[src/rtl/autoteste_and.sv]
// Built-in self-test for an AND gate: sweeps every operand pair, compares the
// gate output against the expected AND and reports errors and the first failing vector.
module autoteste_and #(
  parameter int LARGURA       = 1,
  parameter int LARGURA_ERROS = 8
) (
  input  logic                     clock,
  input  logic                     reset,
  input  logic                     iniciar,
  output logic [LARGURA-1:0]       Entrada1,
  output logic [LARGURA-1:0]       Entrada2,
  input  logic [LARGURA-1:0]       Resultado,
  output logic                     ocupado,
  output logic                     concluido,
  output logic                     aprovado,
  output logic [LARGURA_ERROS-1:0] erros,
  output logic [LARGURA-1:0]       falha_e1,
  output logic [LARGURA-1:0]       falha_e2
);

  localparam int KW = 2 * LARGURA;
  localparam logic [KW-1:0]            K_ULTIMO  = '1;
  localparam logic [KW-1:0]            K_UM      = KW'(1);
  localparam logic [LARGURA_ERROS-1:0] ERROS_MAX = '1;
  localparam logic [LARGURA_ERROS-1:0] ERROS_UM  = LARGURA_ERROS'(1);

  typedef enum logic [1:0] {OCIOSO, APLICA, AMOSTRA, FIM} estado_t;

  estado_t       estado;
  logic [KW-1:0] k;
  logic          divergente;

  // The operands come straight from the index register; k is parked at 0
  // outside a sweep so the gate inputs rest at 0.
  assign Entrada1   = k[KW-1:LARGURA];
  assign Entrada2   = k[LARGURA-1:0];
  assign divergente = (Resultado != (Entrada1 & Entrada2));

  always_ff @(posedge clock) begin
    if (reset) begin
      estado    <= OCIOSO;
      k         <= '0;
      ocupado   <= 1'b0;
      concluido <= 1'b0;
      aprovado  <= 1'b0;
      erros     <= '0;
      falha_e1  <= '0;
      falha_e2  <= '0;
    end else begin
      case (estado)
        OCIOSO, FIM: begin
          if (iniciar) begin
            estado    <= APLICA;
            k         <= '0;
            ocupado   <= 1'b1;
            concluido <= 1'b0;
            aprovado  <= 1'b0;
            erros     <= '0;
            falha_e1  <= '0;
            falha_e2  <= '0;
          end
        end
        APLICA: begin
          estado <= AMOSTRA;
        end
        AMOSTRA: begin
          if (divergente) begin
            if (erros != ERROS_MAX) erros <= erros + ERROS_UM;
            if (erros == '0) begin
              falha_e1 <= Entrada1;
              falha_e2 <= Entrada2;
            end
          end
          // The sweep ends on the last index; k is never allowed to wrap.
          if (k == K_ULTIMO) begin
            estado    <= FIM;
            k         <= '0;
            ocupado   <= 1'b0;
            concluido <= 1'b1;
            aprovado  <= (erros == '0) && !divergente;
          end else begin
            estado <= APLICA;
            k      <= k + K_UM;
          end
        end
        default: begin
          estado <= OCIOSO;
        end
      endcase
    end
  end

endmodule
[config.mk]
export PLATFORM = sky130hd
export DESIGN_NAME = autoteste_and
export DESIGN_NICKNAME = d
export VERILOG_FILES = /design/src/rtl/autoteste_and.sv
export SDC_FILE = /design/constraint.sdc
export NUM_CORES = 1
export LEC_CHECK = 0
export CORE_MARGIN = 3
export CORE_UTILIZATION = 50
export DETAILED_ROUTE_END_ITERATION = 7
export DONT_BUFFER_PORTS = 1
export PLACE_DENSITY = 0.67
export SYNTH_ARGS = -nofsm -noshare
export SYNTH_HDL_FRONTEND = slang
export SYNTH_SLANG_ARGS = --single-unit
[constraint.sdc]
create_clock -name clock -period 1.6 [get_ports clock]
set_input_delay 0.08 -clock clock [delete_from_list [all_inputs] [get_ports clock]]
set_output_delay 0.08 -clock clock [all_outputs]
set_load 0.02 [all_outputs]
* After elaboration in Yosys (flattened, before gate mapping)
Cells that the tools add are included.
** Cells by class
- Add/sub/neg operators :: 2
- Equal/unequal tests :: 11
- Mux-type cells :: 24
- Bitwise logic cells :: 1
- Reductions and logical operators :: 10
** Operator list (count)
- $mux W8 :: 3
- $pmux W8 S2 :: 1
- $ne A2 B2 Y1 const B :: 5
- $pmux W1 S2 :: 5
- $mux W1 :: 9
- $add A8 B1 Y8 const B :: 1
- $logic_not A8 Y1 :: 1
- $mux W2 :: 4
- $ne A8 B8 Y1 const B :: 1
- $reduce_and A4 Y1 :: 2
- $eq A2 B2 Y1 const B :: 3
- $pmux W2 S3 :: 1
- $pmux W2 S2 :: 1
- $reduce_and A3 Y1 :: 1
- $add A2 B1 Y2 const B :: 1
- $eq A2 B1 Y1 const B :: 1
- $logic_not A2 Y1 :: 1
- $reduce_and A2 Y1 :: 1
- $reduce_bool A2 Y1 :: 1
- $reduce_or A2 Y1 :: 1
- $and A1 B1 Y1 :: 1
- $logic_and A1 B1 Y1 :: 1
- $logic_not A1 Y1 :: 1
- $ne A1 B1 Y1 :: 1
** Storage, ports and cells
- Register bits :: 17
- Input port bits :: 4

* Depth between registers and ports, before layout
- Depth after elaboration :: 6
- Depth in mapped cells :: 7

* Worst setup path before layout
OpenSTA, ideal clock, no wires.
- Path type :: reg2reg
- Start :: register estado[0]
- End :: register erros[6]
- Library setup time :: 0.134 ns
- Data arrival time :: 1.585 ns
- Setup slack :: -0.118 ns
- Stages on the path, launching flop included :: 7
- Buffers on the path :: 0
- Period minus slack after synthesis :: 1.718 ns
- Cells stage by stage :: dfxtp_1 inv_1 ha_1 mux2i_1 a21oi_4 a41oi_1 a211oi_1
** On the way
- Longest elaborated chain between the ends :: 4
** RTL lines
- start: declaration :: line 29 : estado_t estado;
- start signal: assignment :: line 41 : estado <= OCIOSO;
- start signal: assignment :: line 53 : estado <= APLICA;
- start signal: assignment :: line 64 : estado <= AMOSTRA;
- $eq A2 B2 Y1 or $logic_not A2 Y1 (tied branches) :: line 50 : case (estado)
- $reduce_or A2 Y1 :: line 50
- $ne A2 B2 Y1 (no source line) or $reduce_bool A2 Y1 (tied branches)
- $reduce_and A4 Y1 (no source line)
- end signal: assignment :: line 68 : if (erros != ERROS_MAX) erros <= erros + ERROS_UM;
- end: declaration :: line 16 : output logic [LARGURA_ERROS-1:0] erros,
Several ways; a longest one is shown, not always the timed one.
A chain may end at the register's enable or synchronous reset.

* Final worst setup path
- Start :: register erros[1]
- End :: register falha_e1
** On the way
- Longest elaborated chain between the ends :: 3
** RTL lines
- $logic_not A8 Y1 :: line 69 : if (erros == '0) begin
- $ne A2 B2 Y1 (no source line)
- $reduce_and A4 Y1 (no source line)
- end signal: assignment :: line 70 : falha_e1 <= Entrada1;
- end: declaration :: line 17 : output logic [LARGURA-1:0] falha_e1,
No other way between the ends.

==> run metrics <==
vias post-DR=994; first-pass GRT wire length=between 4000 and 5000 um; clock root buffer=clkbuf_4; Final TNS setup=-0.152 ns; Tmin final=1.69 ns; Fmax=approximately 0.59 GHz; Hold Startpoint=reset; Fillers=138; per-cell routed wire length=16.0 um; clk_skew=roughly 0.009 ns; crit-path max FO=2; final cell count without fillers=about 170; initial antenna violation count=0; leakage=0.532 nW; die width=49.8 um; RePlAce Congestion=slightly below 0.9; DIE HEIGHT=49.8 um; Tcrit/Tclk final=106%; Post-synth EDFFs=0; CP Capture Type=flip-flop; IO buf count=0; cell with the most instances after synthesis=dfxtp_1; warnings from Yosys=0; Max-slew headroom=77.6%; row cnt=15; Final Instance Area=1320 sq um; setup violation total in the final timing report=3; Synth Register Bits=17; H-tree depth=1; clk buf depth=2; Max IR drop VDD=0.000665 V; Fin Hold WS=-0.173 ns; io pins=19; fraction of layout cells with a size suffix above 1=between 40 and 50%; Hold Buf Count CTS=1; reg2reg path depth=6; Worst Hold Endpoint=estado[1]$_SDFFE_PP0P_; number of DRC markers in iteration 0=25; GRT overflow=0; GRT Util Overall=between 20 and 25%; reg2reg end=falha_e1$_SDFFE_PP0P_; Syn-to-layout area delta=37.9%; launching point of the worst reg2reg path=erros[1]$_SDFFE_PP0P_; Core Area=~1800 sq um; gate count after technology mapping=111; Setup CP Type=flip-flop to flip-flop; vias in the first global route=between 900 and 1000; cts bufs inserted=3; Final Util=between 70% and 80%; HPWL after detailed placement=1860 um; post-route ant nets=0; flop-to-flop setup slack=-0.09 ns; DP Worst Slack=-0.0951 ns; placed insts=159; Synth top area share=35.6%; CTS clk-pin slew, worst paths=0.11 ns; ys flop type=dfxtp_1; outcome=finished, violations left; Slew Limit Fails=0; final total power=0.951 mW; failing checks=hold timing, setup timing; Commonest cells post-synth=17 x dfxtp_1, 12 x a21oi_1, 9 x nor2_1, 6 x ha_1, 6 x nand2_1; Netlist cell types=36; ant diodes=0; largest net degree at the start of global routing=17; Placed Instance Area=1190 sq um; CP required=1.81 ns; post-synthesis sequential area ratio=35.6%; Mapped Nets=121; full die area=2480 sq um; mean number of vias per cell=5.95; Syn Area/Cell=8.62 sq um; pwr/cell area=720 nW/um^2; Max Cap Viol=0; final routed DRC violation total=0; DR pass1 iterations=4; CP arrival=1.90 ns; Worst Hold Class=primary input to flip-flop; async set-reset flop share out of synthesis=0%; worst skew pair latency=0.30 ns; hold path depth=1; Nets=153; top post-synthesis cells by area=dfxtp_1 36%, ha_1 7.8%, a21oi_1 6.3%; CP Launch Type=flip-flop; wirelength, routed=around 2700 um; leading area contributor after synthesis=dfxtp_1; Worst-Margin Slew=about 0.33 ns; RSZ-0062 raised after global routing=yes; starting density of the core=approximately 54%; Final Hold Vio Count=13; Post-Syn Area=957 sq um; Final WS setup=-0.0908 ns; CTS tree=yes; CTS Sinks=17
power breakdown:
part	switching, mW	internal [mW]	leakage (nW)
sequential	0.0145	0.433	0.140
combinational	0.127	0.136	0.374
clock	0.147	0.0934	0.0177
total	0.288	0.663	0.532
cells by family after synthesis:
kind of cell               synth area share (%)
and+or+nand+nor                            23.4
AOI/OAI and AO/OA                          26.7
DFF                                        35.6
buffers and inverters                      3.79
adders and majority gates                  7.84
xor gates and xnor gates                   1.70
muxes                                      1.05
cells in the final DEF, fill, tap and decap left out, drive strengths merged, types with 2 or more instances in the layout:
cell	count
buf	30
dfxtp	17
a21oi	14
nor2	9
nand2	6
ha	6
inv	5
nand4	4
a21o	4
nand3	4
a31oi	4
o21ai	4
and3	4
nand2b	3
clkbuf	3
nor3	3
nor2b	2
a41oi	2
a32oi	2
a211oi	2
worst max path at each step:
stage | cells after the start | slack, ns | to | startpoint
after floorplan | 6 | -0.04 | falha_e1$_SDFFE_PP0P_ | erros[0]$_SDFFE_PP0P_
after global placement | 6 | -0.001 | erros[6]$_SDFFE_PP0P_ | estado[0]$_SDFFE_PP0P_
after detailed placement | 6 | -0.1 | falha_e1$_SDFFE_PP0P_ | erros[0]$_SDFFE_PP0P_
after CTS | 6 | -0.1 | falha_e1$_SDFFE_PP0P_ | erros[0]$_SDFFE_PP0P_
after global routing | 6 | -0.14 | falha_e1$_SDFFE_PP0P_ | erros[1]$_SDFFE_PP0P_
final | 6 | -0.09 | falha_e1$_SDFFE_PP0P_ | erros[1]$_SDFFE_PP0P_
routing by layer:
layer  track usage [%]  up-vias  share of wire (%)
met5                 0        -                  0
met4              10.6        0                2.1
met3              5.74        5                7.4
met2              32.6       46                 46
met1              30.1      466                 44
li1                  -      477                  -
state kept, by name, summed over array words and instances, names as in the netlist:
register and flops:
aprovado 1, concluido 1, erros 8, estado 2, falha_e1 1, falha_e2 1
k 2, ocupado 1
layout make-up:
type	instances	area (sq um)	area share, %
clock inverters	1	5.00	0.379
well taps	25	31.3	2.37
repair buffers	31	243	18.4
inverters	5	21.3	1.61
flip-flops and latches	17	350	26.5
multi-input cells	85	647	49.0
clock buffers	3	22.5	1.71
worst max-delay path, cell delays in order (launching register included):
cell	delay, ns
dfxtp_4	0.36
inv_2	0.07
ha_4	0.11
or4b_4	0.46
o41a_1	0.35
o21ai_1	0.16
a21oi_1	0.09
what timing repair did:
action | in CTS | in global routing
endpoints found under the hold margin | 14 | 13
gates resized for setup | 1 | 14
pin swaps | 2 | 6
setup buffers | 0 | 3
endpoints found under the setup margin | 11 | 11
Power figures use the tool's default switching activity.
